--- src/rtl/dc_video_output_unit.sv ---
`default_nettype none
// ============================================================================
// Module   : dc_video_output_unit
// Purpose  : Video output unit of the display controller. Generates the raster
//            (h/v counters, blanking, sync), consumes the IPU pixel stream
//            through a valid/ready handshake and drives registered pixel and
//            timing outputs toward the HDMI/VGA encoder. On a pixel underrun
//            the unit fills with a fixed colour, raises a sticky fault flag and
//            only resumes pulling pixels at the next vertical blank.
//
// Ports    : clk, rst               - clock, asynchronous active-high reset
//            en                     - counting enable (0 freezes the raster)
//            pixel_valid/_ready     - IPU stream handshake
//            pixel_data/_border     - IPU pixel and its border-fill tag
//            underrun_color         - fill colour while not streaming
//            underrun_clr           - clears the sticky underrun flag
//            horizontal_blanking    - h counter outside active area
//            vertical_blanking      - v counter outside active area
//            vid_hsync/vid_vsync    - registered sync pulses
//            vid_de/vid_data        - registered data enable and pixel
//            vid_border             - registered border tag of accepted pixel
//            frame_start            - pulse with first active pixel of a frame
//            underrun               - sticky underrun flag
//
// Revision : 1.0 - initial release
// ============================================================================
module dc_video_output_unit #(
    parameter int BITS_PER_PIXEL  = 24,
    parameter int CNT_WIDTH       = 12,
    parameter int H_ACTIVE        = 640,
    parameter int H_FP            = 16,
    parameter int H_SYNC          = 96,
    parameter int H_BP            = 48,
    parameter int V_ACTIVE        = 480,
    parameter int V_FP            = 10,
    parameter int V_SYNC          = 2,
    parameter int V_BP            = 33,
    parameter bit SYNC_ACTIVE_LOW = 1'b1
) (
    input  logic                      clk,
    input  logic                      rst,
    input  logic                      en,
    input  logic                      pixel_valid,
    output logic                      pixel_ready,
    input  logic [BITS_PER_PIXEL-1:0] pixel_data,
    input  logic                      pixel_border,
    input  logic [BITS_PER_PIXEL-1:0] underrun_color,
    input  logic                      underrun_clr,
    output logic                      horizontal_blanking,
    output logic                      vertical_blanking,
    output logic                      vid_hsync,
    output logic                      vid_vsync,
    output logic                      vid_de,
    output logic [BITS_PER_PIXEL-1:0] vid_data,
    output logic                      vid_border,
    output logic                      frame_start,
    output logic                      underrun
);

    // ------------------------------------------------------------------------
    // Raster geometry
    // ------------------------------------------------------------------------
    localparam int c_h_total = H_ACTIVE + H_FP + H_SYNC + H_BP;
    localparam int c_v_total = V_ACTIVE + V_FP + V_SYNC + V_BP;

    localparam logic [CNT_WIDTH-1:0] c_h_active   = CNT_WIDTH'(H_ACTIVE);
    localparam logic [CNT_WIDTH-1:0] c_h_last     = CNT_WIDTH'(c_h_total - 1);
    localparam logic [CNT_WIDTH-1:0] c_hs_start   = CNT_WIDTH'(H_ACTIVE + H_FP);
    localparam logic [CNT_WIDTH-1:0] c_hs_end     = CNT_WIDTH'(H_ACTIVE + H_FP + H_SYNC);
    localparam logic [CNT_WIDTH-1:0] c_v_active   = CNT_WIDTH'(V_ACTIVE);
    localparam logic [CNT_WIDTH-1:0] c_v_last     = CNT_WIDTH'(c_v_total - 1);
    localparam logic [CNT_WIDTH-1:0] c_vs_start   = CNT_WIDTH'(V_ACTIVE + V_FP);
    localparam logic [CNT_WIDTH-1:0] c_vs_end     = CNT_WIDTH'(V_ACTIVE + V_FP + V_SYNC);

    // ------------------------------------------------------------------------
    // Stream state machine encoding
    // ------------------------------------------------------------------------
    localparam logic [1:0] c_st_wait_frame = 2'd0;
    localparam logic [1:0] c_st_run        = 2'd1;
    localparam logic [1:0] c_st_resync     = 2'd2;

    logic [CNT_WIDTH-1:0] r_h_cnt;
    logic [CNT_WIDTH-1:0] r_v_cnt;
    logic [1:0]           r_state;
    logic [1:0]           w_state_nxt;

    logic w_active;
    logic w_h_pulse;
    logic w_v_pulse;
    logic w_take;
    logic w_fault;

    // ------------------------------------------------------------------------
    // Raster counters. Reset parks v at the first blank line so a complete
    // vertical blank always precedes the first displayed frame.
    // ------------------------------------------------------------------------
    always_ff @(posedge clk or posedge rst) begin
        if (rst) begin
            r_h_cnt <= '0;
            r_v_cnt <= c_v_active;
        end else if (en) begin
            if (r_h_cnt == c_h_last) begin
                r_h_cnt <= '0;
                if (r_v_cnt == c_v_last) begin
                    r_v_cnt <= '0;
                end else begin
                    r_v_cnt <= r_v_cnt + 1'b1;
                end
            end else begin
                r_h_cnt <= r_h_cnt + 1'b1;
            end
        end
    end

    // ------------------------------------------------------------------------
    // Combinational raster decode
    // ------------------------------------------------------------------------
    assign horizontal_blanking = (r_h_cnt >= c_h_active);
    assign vertical_blanking   = (r_v_cnt >= c_v_active);
    assign w_active            = !horizontal_blanking && !vertical_blanking;
    assign w_h_pulse           = (r_h_cnt >= c_hs_start) && (r_h_cnt < c_hs_end);
    assign w_v_pulse           = (r_v_cnt >= c_vs_start) && (r_v_cnt < c_vs_end);

    // Ready is a function of registered state and en only, never of valid.
    assign pixel_ready = en && w_active && (r_state == c_st_run);
    assign w_take      = pixel_ready && pixel_valid;
    // A slot the stream was supposed to fill but could not.
    assign w_fault     = pixel_ready && !pixel_valid;

    // ------------------------------------------------------------------------
    // Stream state machine
    // ------------------------------------------------------------------------
    always_ff @(posedge clk or posedge rst) begin
        if (rst) begin
            r_state <= c_st_wait_frame;
        end else begin
            r_state <= w_state_nxt;
        end
    end

    always_comb begin
        w_state_nxt = r_state;
        if (!en) begin
            w_state_nxt = c_st_wait_frame;
        end else begin
            case (r_state)
                c_st_wait_frame: if (vertical_blanking) w_state_nxt = c_st_run;
                c_st_run:        if (w_fault)           w_state_nxt = c_st_resync;
                c_st_resync:     if (vertical_blanking) w_state_nxt = c_st_run;
                default:         w_state_nxt = c_st_wait_frame;
            endcase
        end
    end

    // ------------------------------------------------------------------------
    // Registered video outputs: all aligned one cycle behind the counters.
    // While disabled, syncs keep their level and the data path goes quiet.
    // ------------------------------------------------------------------------
    always_ff @(posedge clk or posedge rst) begin
        if (rst) begin
            vid_hsync   <= SYNC_ACTIVE_LOW;
            vid_vsync   <= SYNC_ACTIVE_LOW;
            vid_de      <= 1'b0;
            vid_data    <= '0;
            vid_border  <= 1'b0;
            frame_start <= 1'b0;
        end else if (en) begin
            vid_hsync   <= w_h_pulse ? ~SYNC_ACTIVE_LOW : SYNC_ACTIVE_LOW;
            vid_vsync   <= w_v_pulse ? ~SYNC_ACTIVE_LOW : SYNC_ACTIVE_LOW;
            vid_de      <= w_active;
            vid_border  <= w_take && pixel_border;
            frame_start <= w_active && (r_h_cnt == '0) && (r_v_cnt == '0)
                           && (r_state == c_st_run);
            if (w_take) begin
                vid_data <= pixel_data;
            end else if (w_active) begin
                vid_data <= underrun_color;
            end else begin
                vid_data <= '0;
            end
        end else begin
            vid_de      <= 1'b0;
            vid_data    <= '0;
            vid_border  <= 1'b0;
            frame_start <= 1'b0;
        end
    end

    // ------------------------------------------------------------------------
    // Sticky underrun flag; a new fault outranks a simultaneous clear.
    // ------------------------------------------------------------------------
    always_ff @(posedge clk or posedge rst) begin
        if (rst) begin
            underrun <= 1'b0;
        end else if (w_fault) begin
            underrun <= 1'b1;
        end else if (underrun_clr) begin
            underrun <= 1'b0;
        end
    end

endmodule
`default_nettype wire

--- config.mk ---
export PLATFORM = sky130hd
export DESIGN_NAME = dc_video_output_unit
export DESIGN_NICKNAME = d
export VERILOG_FILES = /design/src/rtl/dc_video_output_unit.sv
export SDC_FILE = /design/constraint.sdc
export NUM_CORES = 1
export LEC_CHECK = 0
export ABC_AREA = 1
export BUFFER_PORTS_ARGS = -buffer_cell sky130_fd_sc_hd__buf_2
export CORE_ASPECT_RATIO = 0.7
export CORE_MARGIN = 2
export CORE_UTILIZATION = 53
export CTS_BUF_LIST = sky130_fd_sc_hd__clkbuf_8 sky130_fd_sc_hd__clkbuf_16
export CTS_CLUSTER_SIZE = 20
export DETAILED_ROUTE_END_ITERATION = 7
export GPL_ROUTABILITY_DRIVEN = 0
export GPL_TIMING_DRIVEN = 0
export PLACE_DENSITY = 0.8
export SLEW_MARGIN = 20
export SYNTH_ARGS = -nofsm -noshare
export SYNTH_HDL_FRONTEND = slang
export SYNTH_SLANG_ARGS = --single-unit
--- constraint.sdc ---
create_clock -name clk -period 3 [get_ports clk]
set_clock_uncertainty 0.2 [all_clocks]
set_input_delay 0.9 -clock clk [delete_from_list [all_inputs] [get_ports clk]]
set_output_delay 0.9 -clock clk [all_outputs]
set_load 0.01 [all_outputs]
==> flow_summary.json <==
{
  "cpPeakStageDelay_ps": 290,
  "worst_pin_slew_ps": 699,
  "htreeDepth": 2,
  "netlist_area_mm2": 0.00323,
  "grt_start_max_net_pins": 57,
  "num-fill-cells": 534,
  "syn-num-nets": 509,
  "seqPwrFrac": 0.515,
  "setup_violations": 0,
  "dp_cells": 611,
  "finalHoldViolCount": 0,
  "hold_start": "vid_vsync",
  "grt_pass1_wl_um": 13400,
  "yosys.area.top_type": "dfrtp_1",
  "worstPathCellList": "buf_2, inv_2, nor3_4, nand3_2, inv_1, buf_2",
  "grt_pass1_vias": 2924,
  "ys_seq_area_frac": 0.437,
  "viasPerCell": 5.07,
  "period_share": 0.968,
  "slew_headroom": 0.534,
  "synth_edf_count": 0,
  "yosys_warnings": 0,
  "clkPwrFrac": 0.254,
  "crit_path_max_fanout": 6,
  "firstDrtPassIters": 5,
  "ys_top_cells_by_area": "dfrtp_1 39%, nor2_1 11%, inv_1 9.5%, nand2_1 8.7%, nand4_1 5.6%",
  "avgSynthCellArea_um2": 7.15,
  "grt_usage": 0.239,
  "p_sw_mw": 0.559,
  "die_w_um": 97.2,
  "final_cell_mix": "94 x nor2_1, 90 x buf_2, 81 x inv_1, 75 x nand2_1, 50 x dfrtp_1",
  "r2r-end": "vid_data[7]",
  "cts_made_buffers": 5,
  "ant_nets": 0,
  "clk_latency_ps": 310,
  "cp.required_ps": 1900,
  "max_freq_mhz": 344,
  "post-synth-top-area-fraction": 0.388,
  "rr_worst_depth": 8,
  "worstHoldEndpoint": "vid_vsync",
  "grt_overflow": 0,
  "drt_wl_total_um": 7780,
  "intPower_mw": 1.14,
  "status": "finished clean",
  "path_class": "input pin to output pin",
  "holdBufCountCts": 0,
  "crit_path_end_kind": "output pin",
  "cts_tree": "built",
  "p_comb_frac": 0.231,
  "swShare": 0.328,
  "rsz0062_at_grt": "false",
  "ir_worst_vdd_uv": 243,
  "power_leakage_nw": 2.21,
  "synth_ff_type": "dfrtp_1",
  "power_density_mw_per_mm2": 442,
  "slowest_stage": "nor3_4",
  "setup.worst_path.start_class": "input pin",
  "total_power_mw": 1.70,
  "wire_per_inst_um": 12.5,
  "clk_transition_reported_paths_ps": 100,
  "whs_path_depth": 2,
  "hp-class": "flop to flop",
  "critPathBufInv": 4,
  "post_synth_num_cell_types": 29,
  "synth_cells": 451,
  "timing.hold.ws_ps": 308,
  "core.rowCount": 23,
  "rr_startpoint": "r_v_cnt[5]",
  "drt-initial-drc-count": 220,
  "root_buffer": "clkbuf_8",
  "drv_slew": 0,
  "core_mm2": 0.00581,
  "die_area_mm2": 0.00674,
  "antenna_found_initial": 0,
  "start_util": 0.555,
  "reg2reg_slack_ps": 1040,
  "cts_buffer_depth": 2,
  "n_antenna_cell": 0,
  "instances_no_fill": 621,
  "via_count": 3149,
  "ctsResizeCount": 0,
  "cts_sinks": 56,
  "post_cts_buffers": 0,
  "drv_cap": 0,
  "final_common_cell": "nor2_1",
  "async_reset_ff_frac": 1.00,
  "syn_to_final_growth_pct": 19.5,
  "crit_top_cell": "buf_2",
  "drive_above_1_share": 0.227,
  "fin_tns_setup_ps": 0,
  "io_pins": 87,
  "finalNetCount": 603,
  "io_buffers": 85,
  "die_h_um": 69.3,
  "ys_seq_elements": 56,
  "arrival_ps": 1810,
  "drc": 0,
  "min_period_ps": 2910,
  "worst_path_dominant_cell_family": "buffers and inverters",
  "dp.final_hpwl_um": 5790
}
[cell type report]
type	instances	area, µm²	area share
Sequential cell	56	1410	0.365
Clock inverter	2	10.0	0.00260
Inverter	86	325	0.0844
Timing Repair Buffer	87	440	0.114
Multi-Input combinational cell	292	1410	0.364
Tap cell	75	93.8	0.0243
Clock buffer	6	82.6	0.0214
Buffer	17	88.8	0.0230
[power groups by stage]
stage	clock network (mW)	registers (mW)	logic, mW
2_1_floorplan	0	0.882	0.272
3_3_place_gp	0	0.888	0.374
3_5_place_dp	0	0.890	0.385
4_1_cts	0.445	0.875	0.388
5_1_grt	0.482	0.885	0.452
6_report	0.433	0.876	0.394
[worst max path at each step]
stage | slack (ps) | start | endpoint | cells past startpoint
final | 90 | en | pixel_ready | 6
after global routing | 40 | en | pixel_ready | 6
after CTS | 60 | en | pixel_ready | 6
after detailed placement | 70 | en | pixel_ready | 6
after global placement | -190 | rst | r_v_cnt[3] | 2
after floorplan | 450 | en | pixel_ready | 4
[tightest hold or removal path, cell delays in order (launching register included)]
cell and delay, ps:
dfstp_2 380, nor2_1 80, a31oi_1 50
[metrics by stage]
step	cell area, µm²	setup slack, ps	util
finish	3850	94.6	0.663
detailed placement	3750	65.4	0.645
CTS	3840	61.1	0.661
floorplan	3230	450	-
global placement	3740	-189	0.644
global route	3850	40.8	0.663
[flip-flops by register name (all words and copies together) (netlist names)]
signal       cells
r_state          2
r_h_cnt         12
underrun         1
vid_border       1
vid_vsync        1
r_v_cnt         12
vid_data        24
frame_start      1
vid_hsync        1
vid_de           1
[cell families (layout without fill, tap and decap cells)]
logic type               after synthesis  count (layout)  share of synthesized area
adder cells (fa/ha/maj)                4               4                     0.0155
buffers and inverters                103             198                      0.128
AO/OA/AOI/OAI                         23              23                     0.0376
flip-flops                            56              56                      0.437
XOR/XNOR                              10              10                     0.0272
AND/OR/NAND/NOR                      255             255                      0.355
[cell usage after synthesis (all sizes together) (2+ instances only)]
library cell and n:
nor2 101, buf 12, inv 86, nor3 8, clkbuf 5, nand3b 2, o21ai 19, xor2 10
nor4 2, nand2 76, dfrtp 50, nand4 29, nand3 36, ha 4, dfstp 6
[metal layers]
layer / vias up / GRT usage / part of all wire
li1: 1586 / - / -
met1: 1459 / 0.336 / 0.46
met2: 100 / 0.383 / 0.46
met3: 4 / 0.0534 / 0.074
met4: 0 / 0.0509 / 0.0068
met5: - / 0 / 0
(Power assumes the default switching activity.)
